`config.mk`:
```
export PLATFORM = sky130hd
export DESIGN_NAME = chip_quad2_tester
export DESIGN_NICKNAME = d
export VERILOG_FILES = /design/src/rtl/chip_test_pkg.sv /design/src/rtl/quad2_pinmap.sv /design/src/rtl/chip_quad2_tester.sv
export SDC_FILE = /design/constraint.sdc
export NUM_CORES = 1
export LEC_CHECK = 0
export CAP_MARGIN = 20
export CORE_MARGIN = 2
export CORE_UTILIZATION = 54
export DETAILED_ROUTE_END_ITERATION = 8
export PLACE_DENSITY_LB_ADDON = 0.08
export SYNTH_ARGS = -nofsm -noshare
export SYNTH_HDL_FRONTEND = slang
export SYNTH_SLANG_ARGS = --single-unit
export TNS_END_PERCENT = 20
```
`constraint.sdc`:
```
create_clock -name Clk -period 5.6 [get_ports Clk]
set_clock_uncertainty 0.15 [all_clocks]
set_input_delay 1.12 -clock Clk [delete_from_list [all_inputs] [get_ports Clk]]
set_output_delay 1.12 -clock Clk [all_outputs]
set_load 0.02 [all_outputs]
```
`src/rtl/chip_test_pkg.sv`:
```
// Shared types, DIP pin tables and gate truth function for the quad 2-input gate tester.
package chip_test_pkg;

    typedef enum logic [2:0] {
        GATE_NAND = 3'd0,
        GATE_NOR  = 3'd1,
        GATE_AND  = 3'd2,
        GATE_OR   = 3'd3,
        GATE_XOR  = 3'd4
    } gate_sel_e;

    typedef enum logic [2:0] {
        ST_IDLE   = 3'd0,
        ST_DRIVE  = 3'd1,
        ST_SETTLE = 3'd2,
        ST_SAMPLE = 3'd3,
        ST_DONE   = 3'd4
    } tester_state_e;

    localparam int NUM_GATES = 4;

    // Bit indices into the 14-bit pin buses (DIP pin n is bit n-1).
    localparam logic [3:0] STD_A_PIN [NUM_GATES] = '{4'd0, 4'd3, 4'd8,  4'd11};
    localparam logic [3:0] STD_B_PIN [NUM_GATES] = '{4'd1, 4'd4, 4'd9,  4'd12};
    localparam logic [3:0] STD_Y_PIN [NUM_GATES] = '{4'd2, 4'd5, 4'd7,  4'd10};
    localparam logic [3:0] NOR_A_PIN [NUM_GATES] = '{4'd1, 4'd4, 4'd7,  4'd10};
    localparam logic [3:0] NOR_B_PIN [NUM_GATES] = '{4'd2, 4'd5, 4'd8,  4'd11};
    localparam logic [3:0] NOR_Y_PIN [NUM_GATES] = '{4'd0, 4'd3, 4'd9,  4'd12};

    function automatic logic gate_supported(input logic [2:0] sel);
        return (sel <= 3'd4);
    endfunction

    function automatic logic gate_eval(input logic [2:0] sel, input logic a, input logic b);
        logic y;
        case (sel)
            GATE_NAND: y = ~(a & b);
            GATE_NOR:  y = ~(a | b);
            GATE_AND:  y = a & b;
            GATE_OR:   y = a | b;
            GATE_XOR:  y = a ^ b;
            default:   y = 1'b0;
        endcase
        return y;
    endfunction

endpackage

```
`src/rtl/quad2_pinmap.sv`:
```
// Maps four {A,B} gate stimulus pairs onto DIP pin drive buses for the selected chip type.
module quad2_pinmap
    import chip_test_pkg::*;
(
    input  logic [2:0]  sel_q,
    input  logic [7:0]  ab_pairs,   // gate g pair at [2g+1:2g], A in the upper bit
    output logic [13:0] pin_out,
    output logic [13:0] pin_oe,
    output logic [15:0] y_idx       // gate g Y pin index at [4g+3:4g]
);

    logic       is_nor;
    logic       is_valid;
    logic [3:0] a_pin [NUM_GATES];
    logic [3:0] b_pin [NUM_GATES];

    assign is_nor   = (sel_q == GATE_NOR);
    assign is_valid = gate_supported(sel_q);

    generate
        for (genvar gi = 0; gi < NUM_GATES; gi++) begin : g_pins
            assign a_pin[gi]          = is_nor ? NOR_A_PIN[gi] : STD_A_PIN[gi];
            assign b_pin[gi]          = is_nor ? NOR_B_PIN[gi] : STD_B_PIN[gi];
            assign y_idx[gi*4 +: 4]   = is_nor ? NOR_Y_PIN[gi] : STD_Y_PIN[gi];
        end
    endgenerate

    // Only A/B pins are ever enabled; Y and supply pins stay high-Z by construction.
    always_comb begin
        pin_out = '0;
        pin_oe  = '0;
        if (is_valid) begin
            for (int g = 0; g < NUM_GATES; g++) begin
                pin_out[a_pin[g]] = ab_pairs[2*g+1];
                pin_out[b_pin[g]] = ab_pairs[2*g];
                pin_oe[a_pin[g]]  = 1'b1;
                pin_oe[b_pin[g]]  = 1'b1;
            end
        end
    end

endmodule

```
`src/rtl/chip_quad2_tester.sv`:
```
// Per-chip test engine: applies four stimulus vectors to a quad 2-input gate DIP and
// checks every gate output against its expected function.
module chip_quad2_tester
    import chip_test_pkg::*;
#(
    parameter int SETTLE_CYCLES = 4,
    parameter int NUM_VECTORS   = 4
) (
    input  logic        Clk,
    input  logic        Reset,
    input  logic        Run,
    input  logic [2:0]  gate_sel,
    input  logic [13:0] pin_in,
    output logic [13:0] pin_out,
    output logic [13:0] pin_oe,
    output logic        Done,
    output logic        RSLT,
    output logic [3:0]  fail_mask,
    output logic [1:0]  vec_idx
);

    localparam logic [2:0] S_IDLE   = ST_IDLE;
    localparam logic [2:0] S_DRIVE  = ST_DRIVE;
    localparam logic [2:0] S_SETTLE = ST_SETTLE;
    localparam logic [2:0] S_SAMPLE = ST_SAMPLE;
    localparam logic [2:0] S_DONE   = ST_DONE;

    logic [2:0]  state_reg;
    logic [2:0]  sel_q;
    logic [7:0]  settle_cnt_reg;
    logic [13:0] sync1_reg;
    logic [13:0] sync2_reg;

    logic [7:0]  ab_pairs;
    logic [13:0] map_pin_out;
    logic [13:0] map_pin_oe;
    logic [15:0] y_idx;
    logic [3:0]  exp_y;
    logic [3:0]  mismatch;
    logic [3:0]  fail_next;
    logic        last_vec;

    // Rotating the pair by gate index gives every vector all four input combinations.
    generate
        for (genvar gi = 0; gi < NUM_GATES; gi++) begin : g_gate
            assign ab_pairs[2*gi +: 2] = vec_idx + 2'(gi);
            assign exp_y[gi]           = gate_eval(sel_q, ab_pairs[2*gi+1], ab_pairs[2*gi]);
            assign mismatch[gi]        = (sync2_reg[y_idx[gi*4 +: 4]] != exp_y[gi]);
        end
    endgenerate

    assign fail_next = fail_mask | mismatch;
    assign last_vec  = (vec_idx == 2'(NUM_VECTORS - 1));
    assign Done      = (state_reg == S_DONE);

    quad2_pinmap u_pinmap (
        .sel_q    (sel_q),
        .ab_pairs (ab_pairs),
        .pin_out  (map_pin_out),
        .pin_oe   (map_pin_oe),
        .y_idx    (y_idx)
    );

    always_ff @(posedge Clk or posedge Reset) begin
        if (Reset) begin
            state_reg      <= S_IDLE;
            sel_q          <= '0;
            settle_cnt_reg <= '0;
            sync1_reg      <= '0;
            sync2_reg      <= '0;
            pin_out        <= '0;
            pin_oe         <= '0;
            RSLT           <= 1'b0;
            fail_mask      <= '0;
            vec_idx        <= '0;
        end else begin
            // pin_in is asynchronous to Clk; SETTLE_CYCLES >= 3 covers this latency.
            sync1_reg <= pin_in;
            sync2_reg <= sync1_reg;

            case (state_reg)
                S_IDLE: begin
                    pin_oe <= '0;
                    if (Run) begin
                        sel_q <= gate_sel;
                        if (!gate_supported(gate_sel)) begin
                            RSLT      <= 1'b0;
                            fail_mask <= 4'hF;
                            state_reg <= S_DONE;
                        end else begin
                            RSLT      <= 1'b0;
                            fail_mask <= '0;
                            vec_idx   <= '0;
                            state_reg <= S_DRIVE;
                        end
                    end
                end
                S_DRIVE: begin
                    pin_out        <= map_pin_out;
                    pin_oe         <= map_pin_oe;
                    settle_cnt_reg <= 8'(SETTLE_CYCLES - 1);
                    state_reg      <= S_SETTLE;
                end
                S_SETTLE: begin
                    if (settle_cnt_reg == 8'd0) begin
                        state_reg <= S_SAMPLE;
                    end else begin
                        settle_cnt_reg <= settle_cnt_reg - 8'd1;
                    end
                end
                S_SAMPLE: begin
                    fail_mask <= fail_next;
                    if (last_vec) begin
                        pin_oe    <= '0;
                        pin_out   <= '0;
                        RSLT      <= (fail_next == 4'd0);
                        state_reg <= S_DONE;
                    end else begin
                        vec_idx   <= vec_idx + 2'd1;
                        state_reg <= S_DRIVE;
                    end
                end
                S_DONE: begin
                    pin_oe <= '0;
                    if (!Run) begin
                        state_reg <= S_IDLE;
                    end
                end
                default: begin
                    pin_oe    <= '0;
                    state_reg <= S_IDLE;
                end
            endcase
        end
    end

endmodule

```
==> flow_metrics.env, run 1 <==
export IMPL_status="finished, final reports clean"
export IMPL_ys_top_cells_by_count="dfrtp_1, nor2_1, nand2_1"
export IMPL_routed_top_layer="met4"
export IMPL_wl_met3_um=224
export IMPL_worstHoldPathType="reg -> reg"
export IMPL_ir_drop_mv=0.2752
export IMPL_final_layout_size_suffix_gt1_share_pct=6.250
export IMPL_fmax_mhz=310.0
export IMPL_synth_cell_type_count=50
export IMPL_crit_path_end_kind="output port"
export IMPL_post_route_util_pct=67.21
export IMPL_rr_worst_depth=7
export IMPL_first_pass_iters=4
export IMPL_dieArea_um2=5477
export IMPL_swShare_pct=42.52
export IMPL_worst_ep_required_time_ns=4.33
export IMPL_drc=0
export IMPL_postCtsSetupBuffers=0
export IMPL_diodes=0
export IMPL_worstSetupPathType="reg -> out"
export IMPL_max_cap_viol_count=0
export IMPL_crit_fanout=12
export IMPL_period_minus_slack_ns=3.226
export IMPL_routedWlPerCell_um=14.74
export IMPL_fin_area_um2=3174
export IMPL_setup_viol=0
export IMPL_grt_max_degree=53
export IMPL_ctsHoldBuffers=0
export IMPL_vias=1972
export IMPL_finalMaxSlewViolations=0
export IMPL_dpl_hpwl_um=3666
export IMPL_synthArstFlopShare_pct=100.0
export IMPL_synth_most_common_cell="dfrtp_1"
export IMPL_ys_seq_elements=52
export IMPL_pwr_share_clk_pct=14.7
export IMPL_largest_register="pin_out"
export IMPL_rrSetupSlack_ns=2.87
export IMPL_start_util_pct=56.03
export IMPL_place_congestion=0.7922
export IMPL_row_count=25
export IMPL_timing_slew_headroom_pct=52.63
export IMPL_io_pins=56
export IMPL_die_x_um=74.01
export IMPL_grt_use_total_pct=20.34
export IMPL_ant_nets=0
export IMPL_p_leak_nw=1.375
export IMPL_drt_initial_drc_count=120
export IMPL_grt_pass1_wl_um=8487
export IMPL_grt_overflow_total=0
export IMPL_viasPerCell=5.555
export IMPL_grt_pass1_vias=1729
export IMPL_clk_latency_ns=0.31
export IMPL_area_delta_synth_final_pct=19.95
export IMPL_synth_area_leader_cell="dfrtp_1"
export IMPL_h_tree_depth=2
export IMPL_drt_wl_total_um=5234
export IMPL_postPlaceCellArea_um2=3039
export IMPL_yosys_warnings=0
export IMPL_synth_edf_count=0
export IMPL_seq_area_frac_synth_pct=49.17
export IMPL_yosysTopAreaCellShare_pct=49.17
export IMPL_cts_root_buf="clkbuf_8"
export IMPL_clk_path_buf_depth=2
export IMPL_hold_viol=0
export IMPL_syn_area_per_cell_um2=10.38
export IMPL_synth_ff_type="dfrtp_1"
export IMPL_clock_sinks=52
export IMPL_die_height_um=74.01
export IMPL_worst_slack_ns=2.374
export IMPL_cp_arrival_ns=1.96
export IMPL_dr_wl_met2_um=2573
export IMPL_synth_area_top_cells="dfrtp_1, ha_1, buf_4"
export IMPL_place_inst=346
export IMPL_pwr_share_seq_pct=36.0
export IMPL_port_buffers=45
export IMPL_synth_cells=255
export IMPL_nets=316
export IMPL_cts_inserted_buffers=5
export IMPL_switchingPower_mw=0.7622
export IMPL_power_density_nw_per_um2=564.7
export IMPL_fin_cells=355
export IMPL_start_kind="register"
export IMPL_core_area_um2=4723
export IMPL_rsz0062_at_grt="false"
export IMPL_path_clk_slew_ns=0.09
export IMPL_p_int_mw=1.030
export IMPL_pwr_share_comb_pct=49.3
export IMPL_pre_cts_slack_ns=2.705
export IMPL_fin_crit_sh_pct=57.60
export IMPL_totalNegativeSetupSlack_ns=0
export IMPL_met1_length_um=2391
export IMPL_worst_pin_slew_ns=0.7051
export IMPL_syn_cell_area_um2=2646
export IMPL_largest_reg_flops=12
export IMPL_cts_tree="built"
export IMPL_holdPathStages=0
export IMPL_post_cts_resized=0
export IMPL_grt_antenna_before_repair=0
-- worst paths after layout --
| kind | startpoint | to |
|---|---|---|
| worst max-delay path | state_reg[2]$_DFFE_PP0P_ | Done |
| worst min-delay path | sync1_reg[0]$_DFF_PP0_ | sync2_reg[0]$_DFF_PP0_ |
| worst max register to register | vec_idx[0]$_DFFE_PP0P_ | RSLT$_DFFE_PP0P_ |
| worst min register to register | sync1_reg[0]$_DFF_PP0_ | sync2_reg[0]$_DFF_PP0_ |
| max in group asynchronous | Reset | pin_oe[11]$_DFFE_PP0P_ |
| min in group asynchronous | Reset | sync1_reg[0]$_DFF_PP0_ |
-- cell type report --
type	instances	area (µm²)
clock buffers	5	68.82
clock inverters	3	46.29
fillers	381	1549
inverters	11	41.29
multi-input cells	171	1162
flip-flops and latches	52	1301
well taps	67	83.83
repair buffers	46	470.5
-- cell families after synthesis --
logic type                 count (synthesis)  share of synthesized area (%)
DFF                                       52                          49.17
muxes                                      8                          3.073
and+or+nand+nor                           79                          16.31
buffers and inverters                     35                          7.328
xor gates and xnor gates                  11                          3.641
other                                      1                         0.1417
AOI/OAI and AO/OA                         60                          16.08
adders and majority gates                  9                          4.255
-- cells in the final DEF, fill, tap and decap left out, types with 2 or more instances in the layout --
cell	instances
inv_1	10
xnor2_1	6
ha_1	9
o31ai_1	2
conb_1	4
a21oi_1	11
nor2_1	19
clkdlybuf4s50_1	45
xor2_1	5
nor2b_1	6
a211o_1	3
nand2b_1	4
or3b_1	2
nor4_1	3
nand4_1	2
a22oi_1	2
nand3_1	8
a32o_1	4
mux2i_1	7
nand4b_1	2
a22o_1	7
nand2_1	17
nor3_1	7
clkbuf_8	5
o22a_1	2
dfrtp_1	52
a31oi_1	4
o21ai_0	14
or4_1	2
o21a_1	2
-- critical path, stage by stage, from the launching register on --
cell             delay [ns]
dfrtp_1                0.56
inv_1                  0.22
nor3_1                 0.23
clkdlybuf4s50_1        0.63
-- stage by stage --
stage	total power, mW	hold WS, ns
after CTS	1.797	0.2076
after global routing	1.925	0.2128
after global placement	1.517	0.1816
after floorplan	1.279	0.1812
final	1.793	0.2060
after detailed placement	1.534	0.1847
-- per-layer routing --
layer  up-vias  GRT usage, %
met4         0         6.061
met1       964         29.81
met2        53         30.36
li1        950             -
met3         5         4.743
met5         -             0
-- power groups by stage --
stage	sequential (mW)	clock (mW)	combinational (mW)
after floorplan	0.652	0	0.627
after global placement	0.648	0	0.869
after detailed placement	0.653	0	0.881
after CTS	0.645	0.269	0.884
after global routing	0.669	0.282	0.974
final	0.646	0.263	0.884
(Power assumes the default switching activity.)
==> inputs of run 2 (changes only) <==
--- a/config.mk
+++ b/config.mk
@@ -7,7 +7,7 @@
 export LEC_CHECK = 0
 export CAP_MARGIN = 20
 export CORE_MARGIN = 2
-export CORE_UTILIZATION = 54
+export CORE_UTILIZATION = 46
 export DETAILED_ROUTE_END_ITERATION = 8
 export PLACE_DENSITY_LB_ADDON = 0.08
 export SYNTH_ARGS = -nofsm -noshare
==> constraint.sdc (replaced) <==
create_clock -name Clk -period 2.88 [get_ports Clk]
set_clock_uncertainty 0.15 [all_clocks]
set_input_delay 0.576 -clock Clk [delete_from_list [all_inputs] [get_ports Clk]]
set_output_delay 0.576 -clock Clk [all_outputs]
set_load 0.02 [all_outputs]
==> run 2 against run 1 <==
  * Sequential share of layout area fell by 0.84 points
  * Sequential power rose by 86%
  * Final area rose by 2.1%
  * Register-to-register slack got worse by 2.4 ns
  * Combinational power rose by 110%
  * Clock power rose by 95%
  * Die area rose by 16%
  * Critical path depth rose by 4
  * Global-route usage fell by 1.8 points
  * Power rose by 98%
  * Largest power group unchanged
==> flow_metrics.env, run 2 (synthesis results as in run 1) <==
export IMPL_status="finished, final reports clean"
export IMPL_core_area_um2=5540
export IMPL_min_to="sync2_reg[0]$_DFF_PP0_"
export IMPL_post_cts_resized=0
export IMPL_hp_start="sync1_reg[0]$_DFF_PP0_"
export IMPL_start_kind="register"
export IMPL_start_util_pct=47.76
export IMPL_worstHoldPathType="reg -> reg"
export IMPL_nets=324
export IMPL_hold_viol=0
export IMPL_rr_worst_depth=7
export IMPL_path_clk_slew_ns=0.10
export IMPL_h_tree_depth=2
export IMPL_place_congestion=0.8039
export IMPL_area_delta_synth_final_pct=22.46
export IMPL_rsz0062_at_grt="false"
export IMPL_viasPerCell=5.505
export IMPL_clk_latency_ns=0.31
export IMPL_finalMaxSlewViolations=0
export IMPL_max_cap_viol_count=0
export IMPL_cts_tree="built"
export IMPL_ff_latch_area_um2=1301
export IMPL_io_pins=56
export IMPL_timing_slew_headroom_pct=51.90
export IMPL_grt_max_degree=53
export IMPL_cts_root_buf="clkbuf_8"
export IMPL_fin_crit_sh_pct=84.54
export IMPL_drt_initial_drc_count=122
export IMPL_dieArea_um2=6375
export IMPL_grt_use_total_pct=18.56
export IMPL_diodes=0
export IMPL_largest_register="pin_out"
export IMPL_postPlaceCellArea_um2=3126
export IMPL_p_leak_nw=1.416
export IMPL_holdPathStages=0
export IMPL_final_cell_mix="dfrtp_1, clkdlybuf4s50_1, nor2_1"
export IMPL_drc=0
export IMPL_cts_inserted_buffers=5
export IMPL_ant_nets=0
export IMPL_power_density_nw_per_um2=1097
export IMPL_routedWlPerCell_um=14.67
export IMPL_cp_arrival_ns=2.50
export IMPL_fmax_mhz=410.7
export IMPL_final_layout_size_suffix_gt1_share_pct=8.784
export IMPL_multi_input_area_um2=1162
export IMPL_worstSetupPathType="reg -> reg"
export IMPL_mostFrequentLayoutCell="dfrtp_1"
export IMPL_totalNegativeSetupSlack_ns=0
export IMPL_r2r_start="vec_idx[1]$_DFFE_PP0P_"
export IMPL_clock_sinks=52
export IMPL_grt_pass1_vias=1925
export IMPL_row_count=27
export IMPL_crit_path_end_kind="register"
export IMPL_grt_pass1_wl_um=9211
export IMPL_postCtsSetupBuffers=0
export IMPL_drt_wl_total_um=5399
export IMPL_first_pass_iters=4
export IMPL_setup_viol=0
export IMPL_grt_antenna_before_repair=0
export IMPL_holdWs_ns=0.2064
export IMPL_clk_path_buf_depth=2
export IMPL_ir_drop_mv=0.5522
export IMPL_final_fill_count=514
export IMPL_dpl_hpwl_um=3862
export IMPL_die_height_um=79.85
export IMPL_r2r_end="RSLT$_DFFE_PP0P_"
export IMPL_largest_reg_flops=12
export IMPL_worst_slack_ns=0.4452
export IMPL_die_x_um=79.85
export IMPL_worst_pin_slew_ns=0.7215
export IMPL_port_buffers=45
export IMPL_grt_overflow_total=0
export IMPL_worst_ep_required_time_ns=2.95
export IMPL_crit_fanout=7
export IMPL_pre_cts_slack_ns=0.4613
export IMPL_fin_area_um2=3241
export IMPL_vias=2026
export IMPL_period_minus_slack_ns=2.435
export IMPL_rrSetupSlack_ns=0.45
export IMPL_ctsHoldBuffers=0
export IMPL_post_route_util_pct=58.49
[run 2: cell types whose count changed in the layout (fill, tap and decap cells not counted), sizes merged]
cell | previous run | this run
buf | 1 | 9
[run 2: power breakdown]
part | switching [mW] | internal (mW) | total, mW | leakage [nW]
Sequential | 0.262 | 0.943 | 1.20 | 0.646
Combinational | 0.988 | 0.849 | 1.84 | 0.715
Clock | 0.252 | 0.262 | 0.514 | 0.0548
[run 2: metrics by stage]
step / std cells / total power [mW]
after floorplan: 258 / 2.486
after global placement: 360 / 3.028
after detailed placement: 360 / 3.054
after CTS: 368 / 3.581
after global routing: 368 / 3.836
final: 368 / 3.556
[run 2: area by class of cell]
class / instances / area share, %
repair buffers: 54 / 16.37
flip-flops and latches: 52 / 40.15
inverters: 11 / 1.274
well taps: 72 / 2.780
clock inverters: 3 / 1.429
multi-input cells: 171 / 35.87
clock buffers: 5 / 2.124
[run 2: worst max-delay path by stage]
stage | slack, ns | start | depth (start not counted) | endpoint
after floorplan | 0.24 | vec_idx[0]$_DFFE_PP0P_ | 8 | RSLT$_DFFE_PP0P_
after global placement | 0.49 | vec_idx[1]$_DFFE_PP0P_ | 7 | RSLT$_DFFE_PP0P_
after detailed placement | 0.46 | vec_idx[1]$_DFFE_PP0P_ | 7 | RSLT$_DFFE_PP0P_
after CTS | 0.42 | vec_idx[1]$_DFFE_PP0P_ | 7 | RSLT$_DFFE_PP0P_
after global routing | 0.27 | vec_idx[1]$_DFFE_PP0P_ | 7 | RSLT$_DFFE_PP0P_
final | 0.45 | vec_idx[1]$_DFFE_PP0P_ | 7 | RSLT$_DFFE_PP0P_
[run 2: critical path: stages, from the launching register on]
cell and delay, ns:
dfrtp_1 0.47, inv_1 0.13, ha_1 0.39, xnor2_1 0.25
nand3_1 0.13, nand4_1 0.09, or3b_1 0.42, o41ai_2 0.33
[run 2: layer usage]
metal | routed length [µm] | track usage (%) | vias to the layer above
met2 | 2636 | 29.92 | 42
met3 | 199 | 3.959 | 9
met4 | 86 | 5.932 | 0
met5 | 0 | 0 | -
met1 | 2476 | 25.07 | 1001
li1 | - | - | 974
==> inputs of run 3 (changes only) <==
==> constraint.sdc (replaced) <==
create_clock -name Clk -period 2.2 [get_ports Clk]
set_clock_uncertainty 0.15 [all_clocks]
set_input_delay 0.44 -clock Clk [delete_from_list [all_inputs] [get_ports Clk]]
set_output_delay 0.44 -clock Clk [all_outputs]
set_load 0.02 [all_outputs]
==> run 3 against run 2 <==
  * The flow now finishes with violations (negative setup slack)
  * Clock-buffer cell count unchanged
  * Sequential cell count stayed put
  * Cell count up 4.9%
  * Via count rose by 2.0%
  * Setup slack worse by 0.55 ns
  * Register-to-register slack lost 0.55 ns
  * Sequential power is 28% higher
  * Die area is the same
  * Routed wire length is 3.6% higher
  * Largest power group unchanged
==> flow_metrics.env, run 3 (synthesis results as in run 1) <==
export IMPL_status="complete, but fails checks"
export IMPL_failed_checks="negative setup slack"
export IMPL_mostFrequentLayoutCell="dfrtp_1"
export IMPL_clk_path_buf_depth=2
export IMPL_r2r_end="RSLT$_DFFE_PP0P_"
export IMPL_die_x_um=79.85
export IMPL_crit_chain="inv_4, ha_4, nor2b_4, or4_4, nand4_1, or3b_4, o41ai_4"
export IMPL_final_cell_mix="dfrtp_1, clkdlybuf4s50_1, buf_4"
export IMPL_fin_crit_sh_pct=104.6
export IMPL_first_pass_iters=4
export IMPL_rsz0062_at_grt="true"
export IMPL_fmax_mhz=434.6
export IMPL_dieArea_um2=6375
export IMPL_grt_use_total_pct=18.48
export IMPL_p_leak_nw=1.526
export IMPL_cp_depth=7
export IMPL_cts_tree="built"
export IMPL_diodes=0
export IMPL_core_area_um2=5540
export IMPL_clock_sinks=52
export IMPL_critPathCapture="RSLT$_DFFE_PP0P_"
export IMPL_grt_pass1_wl_um=9232
export IMPL_grt_pass1_vias=1971
export IMPL_final_layout_size_suffix_gt1_share_pct=17.20
export IMPL_drt_wl_total_um=5596
export IMPL_power_density_nw_per_um2=1425
export IMPL_h_tree_depth=2
export IMPL_path_clk_slew_ns=0.10
export IMPL_cts_inserted_buffers=5
export IMPL_worst_path_buf_inv=1
export IMPL_routedWlPerCell_um=14.50
export IMPL_nets=342
export IMPL_die_height_um=79.85
export IMPL_port_buffers=45
export IMPL_max_cap_viol_count=0
export IMPL_grt_max_degree=36
export IMPL_start_util_pct=47.76
export IMPL_setup_viol=2
export IMPL_finalMaxSlewViolations=0
export IMPL_largest_reg_flops=12
export IMPL_worstHoldPathType="in -> async"
export IMPL_cp_arrival_ns=2.36
export IMPL_rr_worst_depth=7
export IMPL_viasPerCell=5.352
export IMPL_power_total_mw=4.872
export IMPL_slowest_delay_ns=0.48
export IMPL_clk_latency_ns=0.30
export IMPL_place_congestion=0.8466
export IMPL_cp_slowest_cell="or4_4"
export IMPL_r2r_start="vec_idx[0]$_DFFE_PP0P_"
export IMPL_io_pins=56
export IMPL_rrSetupSlack_ns=-0.10
export IMPL_pre_cts_slack_ns=-0.003624
export IMPL_start_kind="register"
export IMPL_crit_family="simple AND/OR/NAND/NOR gates"
export IMPL_hold_viol=0
export IMPL_ant_nets=0
export IMPL_drc=0
export IMPL_area_delta_synth_final_pct=29.22
export IMPL_vias=2066
export IMPL_worst_slack_ns=-0.1008
export IMPL_holdWs_ns=0.1770
export IMPL_dpl_hpwl_um=4211
export IMPL_largest_register="pin_out"
export IMPL_worstSetupPathType="reg -> reg"
export IMPL_crit_fanout=5
export IMPL_row_count=27
export IMPL_ir_drop_mv=0.6784
export IMPL_cts_root_buf="clkbuf_8"
export IMPL_crit_path_end_kind="register"
export IMPL_critPathLaunch="vec_idx[0]$_DFFE_PP0P_"
export IMPL_grt_antenna_before_repair=0
export IMPL_grt_overflow_total=0
export IMPL_worst_ep_required_time_ns=2.26
export IMPL_period_minus_slack_ns=2.301
export IMPL_drt_initial_drc_count=118
==> run 3: layer usage <==
| layer | track usage (%) | wire length [µm] |
|---|---|---|
| met1 | 24.78 | 2578 |
| met2 | 30.92 | 2820 |
| met3 | 3.507 | 144 |
| met4 | 4.576 | 53 |
| met5 | 0 | 0 |
==> run 3: repair_timing <==
action / CTS / global route
buffers inserted: 0 / 1
gates resized for setup: 1 / 10
pin swaps: 0 / 3
hold endpoints to repair: 0 / 0
hold buffers: 0 / 0
endpoints found under the setup margin: 2 / 4
==> run 3: worst min-delay path by stage <==
stage	depth (start not counted)	slack, ns	to	start
floorplan	0	0.18	sync2_reg[0]$_DFF_PP0_	sync1_reg[0]$_DFF_PP0_
global placement	0	0.18	sync2_reg[5]$_DFF_PP0_	sync1_reg[5]$_DFF_PP0_
detailed placement	0	0.19	sync2_reg[3]$_DFF_PP0_	sync1_reg[3]$_DFF_PP0_
CTS	2	0.18	sync1_reg[7]$_DFF_PP0_	Reset
global route	2	0.18	sync1_reg[10]$_DFF_PP0_	Reset
finish	2	0.18	sync1_reg[10]$_DFF_PP0_	Reset
==> run 3: area by class of cell <==
type,count,area (µm²)
Fill cell,491,2121
Sequential cell,52,1304
Multi-Input combinational cell,171,1226
Timing Repair Buffer,72,664.4
Tap cell,72,90.09
Clock buffer,5,68.82
Inverter,11,43.79
Clock inverter,3,22.52
==> run 3: metrics by stage <==
stage / std cells / TNS (ns) / cell area, µm² / utilization, %
after detailed placement: 377 / -0.003624 / 3261 / 58.85
after global placement: 377 / 0 / 3261 / 58.85
after CTS: 385 / -0.02997 / 3351 / 60.48
after floorplan: 258 / -0.1446 / 2675 / -
final: 386 / -0.1114 / 3420 / 61.72
after global routing: 386 / -0.3915 / 3420 / 61.72
==> run 3: power by group <==
group	internal [mW]	switching (mW)
Clock	0.228	0.317
Sequential	1.24	0.298
Combinational	1.34	1.45
